[config.mk]
export PLATFORM = sky130hd
export DESIGN_NAME = edge_bank_wb_arbiter
export DESIGN_NICKNAME = d
export VERILOG_FILES = /design/src/rtl/gnn_pkg.sv /design/src/rtl/rr_priority_pick.sv /design/src/rtl/edge_bank_wb_arbiter.sv
export SDC_FILE = /design/constraint.sdc
export NUM_CORES = 1
export LEC_CHECK = 0
export ABC_AREA = 1
export ABC_CLOCK_PERIOD_IN_PS = 2600
export BUFFER_PORTS_ARGS = -buffer_cell sky130_fd_sc_hd__clkbuf_2
export CORE_MARGIN = 4
export CORE_UTILIZATION = 42
export DETAILED_ROUTE_END_ITERATION = 10
export GPL_TIMING_DRIVEN = 0
export HOLD_SLACK_MARGIN = 0.02
export MAX_ROUTING_LAYER = met4
export PLACE_DENSITY = 0.92
export SLEW_MARGIN = 10
export SYNTH_ARGS = -nofsm -noshare
export SYNTH_HDL_FRONTEND = slang
export SYNTH_HIERARCHICAL = 1
export SYNTH_SLANG_ARGS = --single-unit
[constraint.sdc]
create_clock -name clk -period 2.6 [get_ports clk]
set_input_delay 0.39 -clock clk [delete_from_list [all_inputs] [get_ports clk]]
set_output_delay 0.39 -clock clk [all_outputs]
set_load 0.01 [all_outputs]
[src/rtl/gnn_pkg.sv]
// Shared GNN datapath types: feature-vector sizing, bank/SRAM beat payloads and
// the write-back arbiter state encoding.
package gnn_pkg;

    localparam int unsigned FV_size     = 16;
    localparam int unsigned Max_Node_id = 256;
    localparam int unsigned MAX_FV_num  = 128;
    localparam int unsigned NID_W       = $clog2(Max_Node_id);

    typedef enum logic [1:0] {
        ARB    = 2'd0,
        GRANT  = 2'd1,
        STREAM = 2'd2
    } arb_state_e;

    // One 2-lane beat leaving an edge PE towards its buffer bank.
    typedef struct packed {
        logic                 valid;
        logic                 sos;
        logic                 eos;
        logic [2*FV_size-1:0] data;
        logic [NID_W-1:0]     node_id;
    } Edge_PE2Bank;

    // One 2-lane beat leaving a bank towards the output SRAM write port.
    typedef struct packed {
        logic                 valid;
        logic                 sos;
        logic                 eos;
        logic [2*FV_size-1:0] data;
        logic [NID_W-1:0]     node_id;
    } Bank_Req2Req_Output_SRAM;

endpackage

[src/rtl/rr_priority_pick.sv]
// Combinational round-robin pick: first set request at or after ptr, cyclically.
module rr_priority_pick #(
    parameter int unsigned N = 4
) (
    input  logic [N-1:0]         req,
    input  logic [$clog2(N)-1:0] ptr,
    output logic [N-1:0]         onehot,
    output logic [$clog2(N)-1:0] idx,
    output logic                 valid
);

    localparam int unsigned IDX_W = $clog2(N);

    logic [IDX_W-1:0] cand;

    always_comb begin
        onehot = '0;
        idx    = '0;
        valid  = 1'b0;
        cand   = '0;
        for (int unsigned k = 0; k < N; k++) begin
            cand = IDX_W'((32'(ptr) + k) % N);
            if (!valid && req[cand]) begin
                valid        = 1'b1;
                idx          = cand;
                onehot[cand] = 1'b1;
            end
        end
    end

endmodule

[src/rtl/edge_bank_wb_arbiter.sv]
// Round-robin arbiter sharing the output-SRAM write port among edge-buffer banks;
// the winning bank's sos..eos burst is muxed onto the SRAM request bus.
module edge_bank_wb_arbiter
    import gnn_pkg::*;
#(
    parameter int unsigned NUM_BANKS = 4,
    parameter int unsigned FV_SIZE   = FV_size,
    parameter int unsigned NODE_ID_W = NID_W,
    parameter int unsigned MAX_BEATS = MAX_FV_num / 2
) (
    input  logic                             clk,
    input  logic                             reset,
    input  logic [NUM_BANKS-1:0]             bank_req,
    output logic [NUM_BANKS-1:0]             bank_grant,
    input  logic [NUM_BANKS-1:0]             bank_valid,
    input  logic [NUM_BANKS-1:0]             bank_sos,
    input  logic [NUM_BANKS-1:0]             bank_eos,
    input  logic [NUM_BANKS*2*FV_SIZE-1:0]   bank_data,
    input  logic [NUM_BANKS*NODE_ID_W-1:0]   bank_node_id,
    input  logic                             sram_busy,
    output logic                             out_valid,
    output logic                             out_sos,
    output logic                             out_eos,
    output logic [2*FV_SIZE-1:0]             out_data,
    output logic [NODE_ID_W-1:0]             out_node_id,
    output logic                             err_proto,
    output logic                             err_timeout
);

    localparam int unsigned IDX_W  = $clog2(NUM_BANKS);
    localparam int unsigned CNT_W  = $clog2(MAX_BEATS + 1);
    localparam int unsigned DATA_W = 2 * FV_SIZE;

    arb_state_e           state;
    logic [IDX_W-1:0]     owner;
    logic [NUM_BANKS-1:0] owner_oh;
    logic [IDX_W-1:0]     rr_ptr;
    logic [CNT_W-1:0]     beat_cnt;

    logic [NUM_BANKS-1:0] pick_onehot;
    logic [IDX_W-1:0]     pick_idx;
    logic                 pick_valid;

    logic                 own_valid;
    logic                 own_sos;
    logic                 own_eos;
    logic [DATA_W-1:0]    own_data;
    logic [NODE_ID_W-1:0] own_node_id;

    logic [IDX_W-1:0]     next_ptr;
    logic                 abort;

    rr_priority_pick #(.N(NUM_BANKS)) u_pick (
        .req    (bank_req),
        .ptr    (rr_ptr),
        .onehot (pick_onehot),
        .idx    (pick_idx),
        .valid  (pick_valid)
    );

    // Owner's beat; all other banks are don't-care.
    always_comb begin
        own_valid   = 1'b0;
        own_sos     = 1'b0;
        own_eos     = 1'b0;
        own_data    = '0;
        own_node_id = '0;
        for (int unsigned b = 0; b < NUM_BANKS; b++) begin
            if (IDX_W'(b) == owner) begin
                own_valid   = bank_valid[b];
                own_sos     = bank_sos[b];
                own_eos     = bank_eos[b];
                own_data    = bank_data[b*DATA_W +: DATA_W];
                own_node_id = bank_node_id[b*NODE_ID_W +: NODE_ID_W];
            end
        end
    end

    assign next_ptr = (32'(owner) == NUM_BANKS - 1) ? '0 : owner + 1'b1;
    assign abort    = (state == STREAM) && (beat_cnt == CNT_W'(MAX_BEATS))
                      && !(own_valid && own_eos);

    always_ff @(posedge clk) begin
        if (reset) begin
            state       <= ARB;
            owner       <= '0;
            owner_oh    <= '0;
            rr_ptr      <= '0;
            beat_cnt    <= '0;
            err_proto   <= 1'b0;
            err_timeout <= 1'b0;
        end else begin
            case (state)
                ARB: begin
                    if (pick_valid && !sram_busy) begin
                        owner    <= pick_idx;
                        owner_oh <= pick_onehot;
                        state    <= GRANT;
                    end
                end
                GRANT: begin
                    if (own_valid && own_sos) begin
                        if (own_eos) begin
                            rr_ptr <= next_ptr;
                            state  <= ARB;
                        end else begin
                            beat_cnt <= CNT_W'(1);
                            state    <= STREAM;
                        end
                    end else begin
                        err_proto <= 1'b1;
                        rr_ptr    <= next_ptr;
                        state     <= ARB;
                    end
                end
                STREAM: begin
                    if ((own_valid && own_eos) || abort) begin
                        err_timeout <= err_timeout | abort;
                        beat_cnt    <= '0;
                        rr_ptr      <= next_ptr;
                        state       <= ARB;
                    end else if (own_valid) begin
                        beat_cnt <= beat_cnt + 1'b1;
                    end
                end
                default: state <= ARB;
            endcase
        end
    end

    // Zero-latency forwarding of the owner's beat; idle bus while arbitrating.
    always_comb begin
        bank_grant  = '0;
        out_valid   = 1'b0;
        out_sos     = 1'b0;
        out_eos     = 1'b0;
        out_data    = '0;
        out_node_id = '0;
        if (state == GRANT) begin
            bank_grant = owner_oh;
        end
        if (state != ARB) begin
            out_valid   = own_valid;
            out_sos     = own_sos;
            out_eos     = own_eos | abort;
            out_data    = own_data;
            out_node_id = own_node_id;
        end
    end

endmodule

==> out/metrics.sh, run 1 <==
PART_OF_THE_TOTAL_POWER_DISSIPATED_IN_THE_CLOCK_NETWORK_PCT=4.2
POST_ROUTE_DRC=0
SETUP.WORST_PATH.END_CLASS='output pin'
TIMING.CRITICAL_PATH.MAX_DELAY_FAMILY='buffers and inverters'
POSTLAYOUTSETUPSLACKWORST_PS=80.5
POWER_REPORT.INTERNAL_TOTAL_mW=2.17
DRT_PRE_ANTENNA_ITERS=6
POWER_LEAKAGE_nW=2.35
LAYOUT-DRIVE-GT1-SHARE_PCT=37.1
SYNTHCELLS=554
CTS.REPAIR_TIMING.SETUP_BUFFER_COUNT=0
WORSTSETUPPATHTYPE='flip-flop to output pin'
SYNTH-SEQ-AREA-SHARE_PCT=12.2
SETUP_VIOL_COUNT_FINAL=0
GRT_FIRST_PASS_WIRELENGTH_UM=19500
MAX_SLEW_HEADROOM_PCT=64.6
POWER_PER_CELL_AREA_nW_PER_UM2=1160
PATH_CLK_SLEW_PS=80
SEQ_POWER_SHARE_PCT=9.4
VIAS_CELL=5.34
POSTSYNTHNETCOUNT=747
NUM-FILL-CELLS=745
CLOCK_TREE_ROOT_BUFFER_CELL='sky130_fd_sc_hd__clkbuf_8'
MULTIINPUTGATEAREA_SQ_UM=2410
FINAL_ANT_VIOL_NETS=0
GRT_START_MAX_NET_PINS=13
WORSTPATHCELLLIST='inv_1 -> ha_1 -> buf_4 -> inv_4 -> buf_4 -> nor2_1 -> o31ai_1 -> o21ai_0 -> nor2_1 -> buf_2'
CAP_VIOLATIONS=0
FP-ROW-COUNT=31
DIE_AREA_SQ_UM=8880
GR-USAGE-ALL-LAYERS_PCT=27.4
YS_WARN_COUNT=6
SYNTH_FF_TYPE='sky130_fd_sc_hd__dfxtp_1'
DOMINANT_CELL_TYPE_BY_AREA_AFTER_SYNTHESIS='sky130_fd_sc_hd__a21oi_1'
WHS_PATH_DEPTH=2
YOSYS_REGISTER_BITS=19
DIEWIDTH_UM=94.2
SWITCHING_SHARE_PCT=58.1
SYNTH.AVG_CELL_AREA_SQ_UM=5.64
HOLD_PATH_CLASS='flip-flop to flip-flop'
FMAXACHIEVABLE_MHz=397
HOLD_VIOL_FINAL=0
WORST-ENDPOINT-REQUIRED_PS=2210
DR_TOTAL_VIAS=4716
SEQUENTIAL_CELL_AREA_SQ_UM=383
TIMING.CRITICAL_PATH.SLOWEST_CELL_DELAY_PS=360
HTREE_LEVELS=1
DIODES=0
SYNTH_TOP_AREA_SHARE_PCT=16.8
CP-START-KIND='flip-flop'
VDD_DROP_MAX_mV=0.668
ROUTED_WIRE_LENGTH_PER_INSTANCE_UM=14.5
PATH_MAX_FANOUT=10
NETLIST_AREA_SQ_UM=3120
NUMCTSBUFFERS=3
CPMAXSTAGEDELAYCELL='sky130_fd_sc_hd__dfxtp_1'
YS_TOP_CELLS_BY_AREA='sky130_fd_sc_hd__a21oi_1 17%, sky130_fd_sc_hd__nor2_1 13%, sky130_fd_sc_hd__dfxtp_1 12%'
OUTCOME='finished clean'
SYNTH-EDFF-COUNT=0
SYNTH.DISTINCT_CELLS=32
INSERTION_DELAY_PS=260
LAYOUT.NETS=978
FP.DIEH_UM=94.2
DETAIL_ROUTE.WIRELENGTH_UM=12800
VIA_COUNT_OF_THE_FIRST_GLOBAL_ROUTING_PASS=4212
TOP_LEVEL_PORTS=228
PATH_BUF_INV=5
DRT_FIRST_ITER_VIOLATIONS=374
WORST_R2R_PATH_DEPTH=14
YS_ASYNC_SR_FRACTION_PCT=0
FIN_CRIT_PS=2520
SYN2LAYOUT_AREA_GROWTH_PCT=43.2
HOLDBUFCOUNTCTS=0
FIN_WORST_SKEW_PS=2.43
PLACEMENT.SETUP.WORST_SLACK_PS=87.6
POWER.SWITCHING_mW=3.01
TIGHTEST_SLEW_PS=531
SHARE_COMB_OF_TOTAL_POWER_PCT=86.4
SYNTH.TOP_CELLS.BY_COUNT='108 x sky130_fd_sc_hd__nor2_1, 105 x sky130_fd_sc_hd__a21oi_1, 72 x sky130_fd_sc_hd__nand2_1'
CORE_FOOTPRINT_SQ_UM=7250
PLACE_CONGESTION=0.932
PLACE.DETAILED.HPWL_UM=10200
IO_BUFFERS=226
FINALCOREUTILIZATION_PCT=61.7
ANTENNA_VIOLATIONS_BEFORE_REPAIR=0
FINAL_MIN_PERIOD_OVER_CLOCK_PERIOD_PCT=96.9
GRT_SETUP_UNREPAIRED='yes'
CLOCK-SINKS=19
WORST-ENDPOINT-ARRIVAL_PS=2130
CRIT_CELLS=10
START_UTIL_PCT=43.1
YOSYS.CELL_COUNT.TOP_TYPE='sky130_fd_sc_hd__nor2_1'
GLOBAL_ROUTE.OVERFLOW_TOTAL=0
CTSLONGESTPATHBUFFERS=2
CTS_TREE='yes'
MAXSLEWVIOLCOUNT=0
[sequential cells by signal, indices dropped and copies added (netlist names)]
signal / cells
beat_cnt: 7
owner: 2
rr_ptr: 2
state: 2
err_timeout: 1
err_proto: 1
owner_oh: 4
[cell families after synthesis]
group | after synthesis | share of synthesized area, %
AND/OR/NAND/NOR | 240 | 34.4
adder cells (fa/ha/maj) | 14 | 5.61
AO/OA/AOI/OAI | 200 | 36.4
XOR/XNOR | 2 | 0.561
buffers and inverters | 79 | 10.9
flip-flops | 19 | 12.2
[cells in the final DEF (no fill, tap or decap), drive strengths merged]
master    count
o21ai        46
nor4          1
inv          36
clkinvlp      1
nor2        111
xor2          2
nand4        11
nor3          1
a21boi        5
o31ai        40
clkbuf      260
nand3b        3
a21oi       109
ha           14
nand3        30
nand2        83
buf          12
dfxtp        19
[worst min-delay path, delay by kind of cell (launching register included)]
family	cells	cell delay, ps
buf+inv	1	50
flops	1	310
compound gates	1	60
[power groups by stage]
stage	registers, mW	logic, mW	clock network (mW)
after floorplan	0.467	3.11	0
after global placement	0.483	4.26	0
after global routing	0.499	5.02	0.227
after CTS	0.481	4.36	0.217
final	0.486	4.47	0.219
after detailed placement	0.489	4.32	0
[worst paths after layout]
path	from	endpoint	slack [ps]
setup reg to reg	rr_ptr[0]$_SDFFE_PP0P_	state[0]$_SDFFE_PP0P_	260
hold / removal	err_timeout$_SDFFE_PP0P_	err_timeout$_SDFFE_PP0P_	460
hold reg to reg	err_timeout$_SDFFE_PP0P_	err_timeout$_SDFFE_PP0P_	460
setup / recovery	owner[1]$_SDFFE_PP0P_	out_node_id[7]	80
[area by class of cell]
class                      instances  share of cell area [%]
inverter                          36                    3.08
tap                               99                    2.77
multi-input combinational        456                    54.0
clock buffer                       3                   0.923
timing repair buffer             226                    25.3
sequential                        19                    8.56
buffer                            43                    5.20
clock inverter                     1                   0.168
[layer usage]
metal	share of wire, %	track usage [%]	vias up
met5	0	-	-
met4	2.8	8.06	0
met3	8.4	4.01	31
met2	49	47.0	205
met1	39	33.2	2116
li1	-	-	2364
[what timing repair did]
action / CTS / global route
endpoints found under the setup margin: 2 / 44
hold endpoints to repair: 0 / 0
resized for setup: 3 / 39
pin swaps: 0 / 2
[metrics by stage]
step	TNS (ps)	total power, mW	std cells	area, sq um	hold WS, ps
2_1_floorplan	0	3.57	554	3120	446
3_3_place_gp	0	4.74	879	4380	441
5_1_grt	-155	5.74	883	4470	480
6_report	0	5.18	883	4470	463
4_1_cts	0	5.05	883	4430	462
3_5_place_dp	0	4.81	879	4380	452
Note: power is estimated with default switching activity, not from simulation.
==> run 2: changes to the inputs <==
ABC_AREA = unset   (was 1)
CORE_UTILIZATION = 41   (was 42)
==> out/metrics.sh, run 2 <==
PLACE_CONGESTION=0.997
SYNTHCELLS=424
CTS_TREE='yes'
FIN_CRIT_PS=2530
IO_BUFFERS=227
YS_WARN_COUNT=6
YS_TOP_CELLS_BY_AREA='sky130_fd_sc_hd__dfxtp_1 13%, sky130_fd_sc_hd__a221oi_1 12%, sky130_fd_sc_hd__a21oi_1 9.9%'
FP.DIEH_UM=92.7
LAYOUT.NETS=856
SYNTH-EDFF-COUNT=0
DRT_PRE_ANTENNA_ITERS=5
GR-USAGE-ALL-LAYERS_PCT=27.5
SYNTH.TOP_CELLS.BY_COUNT='58 x sky130_fd_sc_hd__a21oi_1, 49 x sky130_fd_sc_hd__nor2_1, 45 x sky130_fd_sc_hd__nor2b_1'
ANTENNA_VIOLATIONS_BEFORE_REPAIR=0
CLOCK_TREE_ROOT_BUFFER_CELL='sky130_fd_sc_hd__clkbuf_8'
HOLD_PATH_CLASS='flip-flop to flip-flop'
ROUTED_WIRE_LENGTH_PER_INSTANCE_UM=16.9
NUM-FILL-CELLS=592
TOP_REGS='beat_cnt: 7 flops, owner_oh: 4 flops'
DRT_FIRST_ITER_VIOLATIONS=296
WHS_PATH_DEPTH=2
OUTCOME='finished clean'
WORST_R2R_PATH_DEPTH=9
SEQ_POWER_SHARE_PCT=16.9
SYNTH-SEQ-AREA-SHARE_PCT=12.9
HOLD_VIOL_FINAL=0
VDD_DROP_MAX_mV=0.249
SYNTH_FF_TYPE='sky130_fd_sc_hd__dfxtp_1'
NETLIST_AREA_SQ_UM=2940
WORST-ENDPOINT-REQUIRED_PS=2210
FMAXACHIEVABLE_MHz=395
DIEWIDTH_UM=92.7
POSTSYNTHNETCOUNT=617
SYNTH_TOP_AREA_SHARE_PCT=12.9
REG2REG_TO='beat_cnt[3]$_SDFFE_PP0P_'
MOST-COMMON-LAYOUT-CELLS='240 x sky130_fd_sc_hd__clkbuf_2, 58 x sky130_fd_sc_hd__a21oi_1, 49 x sky130_fd_sc_hd__nor2_1'
YS_ASYNC_SR_FRACTION_PCT=0
SETUP.WORST_PATH.END_CLASS='output pin'
PART_OF_THE_TOTAL_POWER_DISSIPATED_IN_THE_CLOCK_NETWORK_PCT=10.6
PATH_CLK_SLEW_PS=70
TIGHTEST_SLEW_PS=496
DIE_AREA_SQ_UM=8590
POWER_LEAKAGE_nW=2.21
WORST_SETUP_PATH_ENDPOINT='out_data[29]'
SYN2LAYOUT_AREA_GROWTH_PCT=56.0
VIAS_CELL=5.68
TOP_LEVEL_PORTS=228
FIN_WORST_SKEW_PS=1.51
LARGEST_REGISTER_FFS=7
CAP_VIOLATIONS=0
SWITCHING_SHARE_PCT=44.1
CTSLONGESTPATHBUFFERS=2
POST_ROUTE_DRC=0
CP-START-KIND='flip-flop'
FINAL_ANT_VIOL_NETS=0
SETUP_TNS_PS=0
REGMOSTFLOPS='beat_cnt'
DOMINANT_CELL_TYPE_BY_AREA_AFTER_SYNTHESIS='sky130_fd_sc_hd__dfxtp_1'
SETUP_VIOL_COUNT_FINAL=0
GRT_FIRST_PASS_WIRELENGTH_UM=19000
DR_TOTAL_VIAS=4309
WORSTSETUPPATHTYPE='flip-flop to output pin'
CLOCK-SINKS=19
RR_STARTPOINT='owner[1]$_SDFFE_PP0P_'
WORST-ENDPOINT-ARRIVAL_PS=2140
START_UTIL_PCT=42.8
GLOBAL_ROUTE.OVERFLOW_TOTAL=0
DETAIL_ROUTE.WIRELENGTH_UM=12800
DIODES=0
INSERTION_DELAY_PS=260
LAYOUT.CELLS.MOST_COMMON='sky130_fd_sc_hd__clkbuf_2'
MAX_SLEW_HEADROOM_PCT=66.9
GRT_SETUP_UNREPAIRED='yes'
CORE_FOOTPRINT_SQ_UM=6870
LAYOUT-DRIVE-GT1-SHARE_PCT=48.2
HTREE_LEVELS=1
NUMCTSBUFFERS=3
POWER_REPORT.INTERNAL_TOTAL_mW=1.09
PATH_MAX_FANOUT=10
YOSYS.CELL_COUNT.TOP_TYPE='sky130_fd_sc_hd__a21oi_1'
FP-ROW-COUNT=30
SYNTH.DISTINCT_CELLS=53
SHARE_COMB_OF_TOTAL_POWER_PCT=72.5
FINAL_MIN_PERIOD_OVER_CLOCK_PERIOD_PCT=97.2
POWER_PER_CELL_AREA_nW_PER_UM2=427
CP-STARTPOINT='owner[1]$_SDFFE_PP0P_'
GRT_START_MAX_NET_PINS=11
POWER.SWITCHING_mW=0.864
MAXSLEWVIOLCOUNT=0
PLACE.DETAILED.HPWL_UM=10300
SYNTH.AVG_CELL_AREA_SQ_UM=6.93
VIA_COUNT_OF_THE_FIRST_GLOBAL_ROUTING_PASS=3964
FINALHOLDWORSTSLACK_PS=455
R2R_SETUP_SLACK_PS=120
YOSYS_REGISTER_BITS=19
## run 2: worst max-delay path, cell delays in order, from the launching register on
cell and delay (ps):
sky130_fd_sc_hd__dfxtp_4 370, sky130_fd_sc_hd__inv_2 60, sky130_fd_sc_hd__ha_4 160, sky130_fd_sc_hd__buf_6 140
sky130_fd_sc_hd__nor2b_4 210, sky130_fd_sc_hd__buf_6 150, sky130_fd_sc_hd__clkbuf_4 190, sky130_fd_sc_hd__a221oi_2 80
sky130_fd_sc_hd__nor3_1 210, sky130_fd_sc_hd__a21oi_1 60, sky130_fd_sc_hd__nor2_1 110, sky130_fd_sc_hd__clkbuf_2 150
## run 2: how the worst min path moves through the flow
stage / from / to / slack, ps
after floorplan: owner_oh[0]$_SDFFE_PP0P_ / owner_oh[0]$_SDFFE_PP0P_ / 430
after global placement: owner_oh[0]$_SDFFE_PP0P_ / owner_oh[0]$_SDFFE_PP0P_ / 440
after detailed placement: owner_oh[0]$_SDFFE_PP0P_ / owner_oh[0]$_SDFFE_PP0P_ / 440
after CTS: owner_oh[0]$_SDFFE_PP0P_ / owner_oh[0]$_SDFFE_PP0P_ / 450
after global routing: owner_oh[3]$_SDFFE_PP0P_ / owner_oh[3]$_SDFFE_PP0P_ / 490
final: owner_oh[1]$_SDFFE_PP0P_ / owner_oh[1]$_SDFFE_PP0P_ / 450
## run 2: cell families (layout without fill, tap and decap cells)
kind of cell | after synthesis | in the layout | synth area share, %
and+or+nand+nor | 189 | 189 | 34.4
AOI/OAI and AO/OA | 141 | 141 | 34.6
buffers and inverters | 53 | 291 | 7.41
DFF | 19 | 19 | 12.9
adders and majority gates | 14 | 14 | 5.96
muxes | 8 | 8 | 4.77
## run 2: cell type report
class | instances | area (sq um) | share of cell area (%)
repair buffers | 234 | 1220 | 26.7
plain buffers | 40 | 263 | 5.73
flip-flops and latches | 19 | 390 | 8.52
inverters | 13 | 48.8 | 1.06
clock buffers | 4 | 45.0 | 0.983
well taps | 96 | 120 | 2.62
multi-input cells | 352 | 2490 | 54.4
## run 2: metrics by stage
step	util, %	total power, mW	cell area [sq um]	setup WS [ps]	std cells
3_3_place_gp	61.1	1.48	4200	-125	747
4_1_cts	62.6	1.76	4300	12.0	751
5_1_grt	66.7	2.10	4580	-26.3	758
2_1_floorplan	-	1.11	2940	200	424
6_report	66.7	1.96	4580	71.5	758
3_5_place_dp	61.1	1.51	4200	-157	747
## run 2: per-layer routing
metal / track usage [%] / wire length (um) / vias to the layer above
met3: 3.33 / 1000 / 33
met2: 47.0 / 6480 / 220
met1: 34.7 / 4970 / 1976
met4: 6.72 / 342 / 0
li1: - / - / 2080
met5: - / 0 / -
## run 2: repair_timing
action | 4_1_cts | 5_1_grt
pin swaps | 1 | 6
hold buffers | 0 | 0
resized for setup | 30 | 75
cloned | 0 | 1
endpoints found under the setup margin | 48 | 52
buffers inserted | 0 | 6
## run 2: power groups by stage
stage / Sequential (mW) / Clock [mW] / Combinational, mW
2_1_floorplan: 0.330 / 0 / 0.775
3_3_place_gp: 0.332 / 0 / 1.14
3_5_place_dp: 0.334 / 0 / 1.18
4_1_cts: 0.328 / 0.210 / 1.22
5_1_grt: 0.333 / 0.229 / 1.54
6_report: 0.330 / 0.208 / 1.42
==> run 3: changes to the inputs <==
CAP_MARGIN = 30   (was unset)
CORE_ASPECT_RATIO = 0.8   (was unset)
CTS_CLUSTER_DIAMETER = 80   (was unset)
==> out/metrics.sh, run 3 (same netlist as run 2, synthesis figures left out) <==
HTREE_LEVELS=1
VIAS_CELL=5.83
DIE_AREA_SQ_UM=8600
DIODES=0
FINAL_MIN_PERIOD_OVER_CLOCK_PERIOD_PCT=97.8
PATH_MAX_FANOUT=8
GRT_START_MAX_NET_PINS=11
SYN2LAYOUT_AREA_GROWTH_PCT=49.3
SETUP_TNS_PS=0
FINALHOLDWORSTSLACK_PS=459
SETUP_VIOL_COUNT_FINAL=0
IO_BUFFERS=227
PLACE_CONGESTION=0.962
CORE_FOOTPRINT_SQ_UM=6930
GLOBAL_ROUTE.OVERFLOW_TOTAL=0
FP-ROW-COUNT=27
START_UTIL_PCT=42.4
WORST-ENDPOINT-REQUIRED_PS=2210
CAP_VIOLATIONS=0
FINALINSTANCEAREA_SQ_UM=4390
WORSTPATHCELLLIST='inv_1 -> ha_1 -> nor2b_4 -> buf_8 -> buf_4 -> a221oi_1 -> nor3_1 -> a21oi_1 -> nor2_1 -> clkbuf_2'
LAYOUT-DRIVE-GT1-SHARE_PCT=45.8
PLACE.DETAILED.HPWL_UM=10700
POSTLAYOUTSETUPSLACKWORST_PS=56.0
ROUTED_WIRE_LENGTH_PER_INSTANCE_UM=17.3
HOLD_PATH_CLASS='flip-flop to flip-flop'
WORSTSETUPPATHTYPE='flip-flop to output pin'
FP.DIEH_UM=83.7
CP-START-KIND='flip-flop'
INSTANCES_NO_FILL=744
DETAIL_ROUTE.WIRELENGTH_UM=12900
GR-USAGE-ALL-LAYERS_PCT=28.5
LAYOUT.NETS=851
NUMPLACEDINSTANCES=738
ANTENNA_VIOLATIONS_BEFORE_REPAIR=0
MOST-COMMON-LAYOUT-CELLS='245 x sky130_fd_sc_hd__clkbuf_2, 58 x sky130_fd_sc_hd__a21oi_1, 48 x sky130_fd_sc_hd__nor2_1'
TIMING.CRITICAL_PATH.MAX_DELAY_FAMILY='buffers and inverters'
CTSLONGESTPATHBUFFERS=2
POWER_PER_CELL_AREA_nW_PER_UM2=416
VIA_COUNT_OF_THE_FIRST_GLOBAL_ROUTING_PASS=4079
LAYOUT.CELLS.MOST_COMMON='sky130_fd_sc_hd__clkbuf_2'
PLACEMENT.SETUP.WORST_SLACK_PS=-145
TOP_LEVEL_PORTS=228
DETAILED_PLACE.AREA_SQ_UM=4180
FINALCOREUTILIZATION_PCT=63.3
CPMAXSTAGEDELAYCELL='sky130_fd_sc_hd__dfxtp_2'
MAX_SLEW_HEADROOM_PCT=68.4
TIMING.CRITICAL_PATH.SLOWEST_CELL_DELAY_PS=360
WORST-ENDPOINT-ARRIVAL_PS=2150
FMAXACHIEVABLE_MHz=393
MAXSLEWVIOLCOUNT=0
CTS_TREE='yes'
TIGHTEST_SLEW_PS=473
VDD_DROP_MAX_mV=0.180
SETUP.WORST_PATH.END_CLASS='output pin'
TOTAL_POWER_mW=1.82
INSERTION_DELAY_PS=250
REGMOSTFLOPS='beat_cnt'
POWER_LEAKAGE_nW=2.15
CLOCK-SINKS=19
FIN_WORST_SKEW_PS=3.82
PATH_BUF_INV=4
GRT_FIRST_PASS_WIRELENGTH_UM=19700
FINAL_ANT_VIOL_NETS=0
DIEWIDTH_UM=103
DR_TOTAL_VIAS=4339
CLOCK_TREE_ROOT_BUFFER_CELL='sky130_fd_sc_hd__clkbuf_8'
PATH_CLK_SLEW_PS=70
FIN_CRIT_PS=2540
POST_ROUTE_DRC=0
HOLDBUFCOUNTCTS=0
NUMCTSBUFFERS=3
OUTCOME='finished clean'
TOP_REGS='beat_cnt: 7 flops, owner_oh: 4 flops'
DRT_PRE_ANTENNA_ITERS=5
LARGEST_REGISTER_FFS=7
DRT_FIRST_ITER_VIOLATIONS=285
HOLD_VIOL_FINAL=0
-- run 3: timing repair --
item	in CTS	in global routing
setup buffers	0	2
endpoints found under the hold margin	0	0
gates resized for setup	28	45
pin swaps	0	3
setup endpoints to repair	48	55
-- run 3: worst paths after layout --
kind              slack [ps]  cells after the start                  endpoint                startpoint
setup / recovery          60                     10               out_data[3]     owner[0]$_SDFFE_PP0P_
hold / removal           460                      2  owner_oh[2]$_SDFFE_PP0P_  owner_oh[2]$_SDFFE_PP0P_
setup reg to reg         160                     10  owner_oh[3]$_SDFFE_PP0P_    rr_ptr[0]$_SDFFE_PP0P_
hold reg to reg          460                      2  owner_oh[2]$_SDFFE_PP0P_  owner_oh[2]$_SDFFE_PP0P_
-- run 3: routing by layer --
layer  track usage, %  part of all wire [%]
met2             47.2                    49
met1             36.3                    40
met4             7.87                   3.4
met5                -                     0
met3             3.09                   7.3
-- run 3: final cells by class --
type	instances	area [sq um]
plain buffers	40	244
clock buffers	4	45.0
fillers	617	2540
inverters	13	48.8
multi-input cells	352	2400
flip-flops and latches	19	385
well taps	87	109
repair buffers	229	1150
-- run 3: power by group --
part | total, mW | switching (mW) | internal, mW
Sequential | 0.329 | 0.0172 | 0.311
Clock | 0.206 | 0.0972 | 0.109
Combinational | 1.29 | 0.702 | 0.588
-- run 3: tightest hold or removal path: cells and delay by family (launching register included) --
| kind | cells | cell delay (ps) |
|---|---|---|
| flip-flops | 1 | 310 |
| AO/OA/AOI/OAI | 1 | 50 |
| AND/OR/NAND/NOR | 1 | 50 |
